==> config.mk <==
export PLATFORM = sky130hd
export DESIGN_NAME = note_sequencer
export DESIGN_NICKNAME = d
export VERILOG_FILES = /design/src/rtl/note_sequencer.sv
export SDC_FILE = /design/constraint.sdc
export NUM_CORES = 1
export LEC_CHECK = 0
export CAP_MARGIN = 20
export CORE_AREA = 2 2 174 176
export DETAILED_ROUTE_END_ITERATION = 8
export DIE_AREA = 0 0 176 178
export HOLD_SLACK_MARGIN = 0.12
export RECOVER_POWER = 100
export SLEW_MARGIN = 25
export SYNTH_ARGS = -nofsm -noshare
export SYNTH_HDL_FRONTEND = slang
export SYNTH_SLANG_ARGS = --single-unit
==> constraint.sdc <==
create_clock -name clk -period 8.9 [get_ports clk]
set_input_delay 1.335 -clock clk [delete_from_list [all_inputs] [get_ports clk]]
set_output_delay 1.335 -clock clk [all_outputs]
set_load 0.005 [all_outputs]
==> src/rtl/note_sequencer.sv <==
`default_nettype none
// ============================================================================
// Module      : note_sequencer
// Description : Plays a 16-entry {note, beats} pattern into a tone divider,
//               one step per PLAY phase. Optional inter-note silence is
//               enabled by defining NOTE_SEQUENCER_GAP_EN.
// Revision    : 1.0 - initial release
// ============================================================================
module note_sequencer #(
    parameter int TICK_DIV = 25_000_000,
    parameter int DEPTH    = 16
) (
    input  logic       clk,
    input  logic       rst_n,
    input  logic       wr_en,
    input  logic [3:0] wr_addr,
    input  logic [7:0] wr_note,
    input  logic [3:0] wr_beats,
    input  logic [4:0] seq_len,
    input  logic       start,
    input  logic       stop,
    input  logic       loop,
    output logic [7:0] note_code,
    output logic [3:0] step_idx,
    output logic       busy,
    output logic       done
);

    localparam int            c_TW        = $clog2(TICK_DIV);
    localparam logic [c_TW-1:0] c_TICK_LAST = c_TW'(TICK_DIV - 1);

    typedef enum logic [1:0] {
        S_IDLE = 2'd0,
        S_PLAY = 2'd1,
        S_GAP  = 2'd2
    } state_t;

    state_t          r_state, w_state_nxt;
    logic [c_TW-1:0] r_tick,  w_tick_nxt;
    logic [4:0]      r_beats, w_beats_nxt;
    logic [4:0]      r_len,   w_len_nxt;
    logic [7:0]      r_note,  w_note_nxt;
    logic [3:0]      r_step,  w_step_nxt;
    logic            r_busy,  w_busy_nxt;
    logic            r_done,  w_done_nxt;

    logic [11:0] r_mem [DEPTH];
    logic [4:0]  w_step_inc;
    logic        w_last;
    logic [3:0]  w_adv_idx;
    logic [3:0]  w_rd_addr;
    logic [11:0] w_rd;
    logic [4:0]  w_rd_beats;
    logic        w_tick_wrap;
    logic        w_abort;
    logic        w_advance;

    // Pattern memory has no reset so a reset mid-play keeps the programmed tune.
    always_ff @(posedge clk) begin
        if (wr_en) begin
            r_mem[wr_addr] <= {wr_note, wr_beats};
        end
    end

    assign w_step_inc  = {1'b0, r_step} + 5'd1;
    assign w_last      = (w_step_inc >= r_len);
    assign w_adv_idx   = w_last ? 4'd0 : w_step_inc[3:0];
    assign w_rd_addr   = (r_state == S_IDLE) ? 4'd0 : w_adv_idx;
    assign w_rd        = r_mem[w_rd_addr];
    assign w_rd_beats  = (w_rd[3:0] == 4'd0) ? 5'd16 : {1'b0, w_rd[3:0]};
    assign w_tick_wrap = (r_tick == c_TICK_LAST);

    always_comb begin
        w_state_nxt = r_state;
        w_tick_nxt  = r_tick + c_TW'(1);
        w_beats_nxt = r_beats;
        w_len_nxt   = r_len;
        w_note_nxt  = r_note;
        w_step_nxt  = r_step;
        w_busy_nxt  = r_busy;
        w_done_nxt  = 1'b0;
        w_abort     = 1'b0;
        w_advance   = 1'b0;

        case (r_state)
            S_IDLE: begin
                w_tick_nxt = '0;
                if (start && !stop) begin
                    if (seq_len != 5'd0) begin
                        w_state_nxt = S_PLAY;
                        w_len_nxt   = (seq_len > 5'd16) ? 5'd16 : seq_len;
                        w_step_nxt  = 4'd0;
                        w_note_nxt  = w_rd[11:4];
                        w_beats_nxt = w_rd_beats;
                        w_busy_nxt  = 1'b1;
                    end else begin
                        w_done_nxt = 1'b1;
                    end
                end
            end
            S_PLAY: begin
                if (stop) begin
                    w_abort = 1'b1;
                end else if (w_tick_wrap) begin
                    w_tick_nxt  = '0;
                    w_beats_nxt = r_beats - 5'd1;
                    if (r_beats == 5'd1) begin
`ifdef NOTE_SEQUENCER_GAP_EN
                        w_state_nxt = S_GAP;
                        w_note_nxt  = 8'd0;
`else
                        w_advance   = 1'b1;
`endif
                    end
                end
            end
`ifdef NOTE_SEQUENCER_GAP_EN
            S_GAP: begin
                if (stop) begin
                    w_abort = 1'b1;
                end else if (w_tick_wrap) begin
                    w_advance = 1'b1;
                end
            end
`endif
            default: w_abort = 1'b1;
        endcase

        if (w_abort) begin
            w_state_nxt = S_IDLE;
            w_tick_nxt  = '0;
            w_beats_nxt = 5'd0;
            w_note_nxt  = 8'd0;
            w_step_nxt  = 4'd0;
            w_busy_nxt  = 1'b0;
        end else if (w_advance) begin
            w_tick_nxt = '0;
            if (!w_last || loop) begin
                w_state_nxt = S_PLAY;
                w_step_nxt  = w_adv_idx;
                w_note_nxt  = w_rd[11:4];
                w_beats_nxt = w_rd_beats;
            end else begin
                w_state_nxt = S_IDLE;
                w_beats_nxt = 5'd0;
                w_note_nxt  = 8'd0;
                w_step_nxt  = 4'd0;
                w_busy_nxt  = 1'b0;
                w_done_nxt  = 1'b1;
            end
        end
    end

    always_ff @(posedge clk or negedge rst_n) begin
        if (!rst_n) begin
            r_state <= S_IDLE;
            r_tick  <= '0;
            r_beats <= 5'd0;
            r_len   <= 5'd0;
            r_note  <= 8'd0;
            r_step  <= 4'd0;
            r_busy  <= 1'b0;
            r_done  <= 1'b0;
        end else begin
            r_state <= w_state_nxt;
            r_tick  <= w_tick_nxt;
            r_beats <= w_beats_nxt;
            r_len   <= w_len_nxt;
            r_note  <= w_note_nxt;
            r_step  <= w_step_nxt;
            r_busy  <= w_busy_nxt;
            r_done  <= w_done_nxt;
        end
    end

    assign note_code = r_note;
    assign step_idx  = r_step;
    assign busy      = r_busy;
    assign done      = r_done;

endmodule
`default_nettype wire

==> flow_metrics.env <==
export IMPL_syn_area_um2=10200
export IMPL_synthTopCellsByArea="edfxtp_1, dfrtp_1, mux2i_1"
export IMPL_rows=63
export IMPL_yosysTopAreaCell="edfxtp_1"
export IMPL_area_delta_synth_final_pct=16.0
export IMPL_rr_startpoint="step_idx[0]$_DFFE_PN0P_"
export IMPL_gp_congestion=0.811
export IMPL_numClockSinks=242
export IMPL_crit_type="reg2reg"
export IMPL_drtIter0Drc=647
export IMPL_worst_setup_hold_path_clk_slew_ns=0.06
export IMPL_antenna_found_initial=0
export IMPL_grt_overflow=0
export IMPL_die_h_um=178
export IMPL_worstPathMaxFanout=33
export IMPL_core_um2=29400
export IMPL_hold_class="reg2reg"
export IMPL_finish_utilization=0.402
export IMPL_clk_latency_ns=0.55
export IMPL_design_area_um2=11800
export IMPL_peakVddDrop_v=0.000144
export IMPL_violations="max-capacitance violations, max-slew violations"
export IMPL_vias=6290
export IMPL_async_reset_ff_frac=0.207
export IMPL_synth_cells=717
export IMPL_antenna_left=0
export IMPL_grt_usage=0.157
export IMPL_io_pin_count=41
export IMPL_tns_ns=0
export IMPL_avgSynthCellArea_um2=14.2
export IMPL_cap_violations=5
export IMPL_cts_max_level=1
export IMPL_worstSetupEndpointType="flop"
export IMPL_fin_crit_sh=0.663
export IMPL_total_leakage_power_nw=3.98
export IMPL_die_x_um=176
export IMPL_setup_violations=0
export IMPL_wl_per_cell_um=20.4
export IMPL_cts_buffers=27
export IMPL_firstDrtPassIters=5
export IMPL_rsz0062_at_grt="no"
export IMPL_ys_seq_area_frac=0.689
export IMPL_yosys_area_top_type_share=0.566
export IMPL_clock_fmax_mhz=169
export IMPL_synth_fp_nets=753
export IMPL_dp_cells=1139
export IMPL_synthFlopType="edfxtp_1"
export IMPL_ys_seq_elements=242
export IMPL_nets=814
export IMPL_power_density_nw_per_um2=214
export IMPL_worst_slew_pin_slew_ns=2.89
export IMPL_relSlewSlack=-0.927
export IMPL_final_hold_viol_count=0
export IMPL_drc=0
export IMPL_postCtsResizedCells=0
export IMPL_synth_cell_type_count=75
export IMPL_grt_pass1_vias=6199
export IMPL_drt_vias_per_instance=5.29
export IMPL_post_cts_setup_buffer_count=0
export IMPL_cts_root_buffer="clkbuf_16"
export IMPL_synth_warnings=0
export IMPL_synth_edf_count=192
export IMPL_fin_crit_ns=5.90
export IMPL_cts_hold_buf=0
export IMPL_initial_utilization=0.346
export IMPL_n_antenna_cell=0
export IMPL_required_ns=9.35
export IMPL_crit_start="step_idx[0]$_DFFE_PN0P_"
export IMPL_dieArea_um2=31300
export IMPL_start_kind="flop"
export IMPL_drive_gt1_frac=0.0839
export IMPL_grt_max_degree=51
export IMPL_dp_hpwl_mm=15.1
export IMPL_postPlaceCellArea_um2=11100
export IMPL_cts_tree="yes"
export IMPL_grt_pass1_wl_mm=37.3
export IMPL_hp_start="r_tick[0]$_DFF_PN0_"
export IMPL_status="complete, but fails checks"
export IMPL_fill_cells=2740
export IMPL_cts_path_max_buffers=3
export IMPL_skew_ns=0.00851
export IMPL_port_buffers=40
export IMPL_drv_slew=121
export IMPL_finalWirelength_mm=24.3
export IMPL_finalNonFillerCells=1189
export IMPL_arrival_ns=6.36
==> metal layers <==
metal / GRT usage / up-vias / part of all wire
li1: - / 2911 / -
met1: 0.217 / 3180 / 0.46
met2: 0.256 / 160 / 0.47
met3: 0.0256 / 39 / 0.044
met4: 0.0448 / 0 / 0.025
met5: 0 / - / 0
==> worst max-delay path, cell delays in order, from the launching register on <==
cell	delay (ns)
dfrtp_1	0.32
clkbuf_1	1.22
ha_1	0.41
xor2_1	0.39
ha_1	0.33
a21oi_1	0.16
o21ai_0	0.43
a21boi_0	0.58
o31ai_1	0.25
nor3_1	1.25
o31ai_2	0.18
o31ai_2	0.28
==> cell usage in the layout, fill, tap and decap left out, drive strengths merged, types with 6 or more instances in the layout <==
cell	Yosys	layout
a21boi	7	7
a21oi	23	23
a221o	9	9
a221oi	10	10
a32o	8	8
a32oi	7	7
and2	6	6
and3	10	10
buf	13	6
clkbuf	16	48
clkdlybuf4s50	0	11
clkinv	1	16
dfrtp	50	50
dlygate4sd3	0	28
edfxtp	192	192
ha	9	9
inv	12	14
mux2i	31	31
nand2	61	61
nand2b	9	9
nand3	21	21
nor2	56	56
nor3	12	12
o2111ai	7	7
o211a	8	8
o211ai	9	9
o21ai	29	29
o22ai	6	6
o31ai	8	8
xnor2	8	8
xor2	17	17
==> cells in the mapped netlist, drive strengths merged, types with 12 or more instances <==
master and instances:
o21ai 29, dfrtp 50, clkbuf 16, nand3 21
nand2 61, buf 13, edfxtp 192, nor2 56
a21oi 23, inv 12, nor3 12, xor2 17
mux2i 31
==> final cells by class <==
cell class	count	area (um^2)	share of cell area
flip-flops and latches	242	7020	0.594
multi-input cells	433	2970	0.252
clock buffers	32	694	0.0588
repair buffers	61	493	0.0417
well taps	390	488	0.0413
clock inverters	18	97.6	0.00826
inverters	13	48.8	0.00413
==> worst paths after layout <==
kind / end / slack [ns] / cells after the start
max: note_code[6]$_DFFE_PN0P_ / 3.00 / 11
min: r_tick[0]$_DFF_PN0_ / 0.49 / 1
max reg2reg: note_code[6]$_DFFE_PN0P_ / 3.00 / 11
min reg2reg: r_tick[0]$_DFF_PN0_ / 0.49 / 1
max in group asynchronous: r_tick[14]$_DFF_PN0_ / 5.44 / 2
min in group asynchronous: r_tick[22]$_DFF_PN0_ / 1.82 / 2
==> flip-flops by register name, summed over array words and instances (netlist names) <==
register and count:
r_tick 25, r_state 1, step_idx 4, done 1, note_code 8, r_beats 5
busy 1, r_mem 192, r_len 5
==> kinds of logic (layout without fill, tap and decap cells) <==
logic type / after synthesis / after routing / share of synthesized area
flops: 242 / 242 / 0.689
simple gates: 203 / 203 / 0.100
compound gates: 157 / 157 / 0.117
fa+ha+maj: 9 / 9 / 0.0111
mux: 39 / 39 / 0.0438
buf+inv: 42 / 124 / 0.0173
xor+xnor: 25 / 25 / 0.0215
==> report_power, final <==
part | switching [W] | total (W) | internal, W
Clock | 0.000444 | 0.00100 | 0.000558
Sequential | 0.0000291 | 0.00129 | 0.00126
Combinational | 0.000140 | 0.000227 | 0.0000868
Total | 0.000612 | 0.00252 | 0.00191
==> per-stage QoR <==
step | power (W) | hold slack (ns) | worst slack, ns
global placement | 0.00155 | 0.468 | 4.79
detailed placement | 0.00155 | 0.479 | 4.71
global route | 0.00261 | 0.512 | 2.48
finish | 0.00252 | 0.486 | 3.00
CTS | 0.00255 | 0.489 | 4.70
floorplan | 0.00144 | 0.448 | 5.79
(Power assumes the default switching activity.)
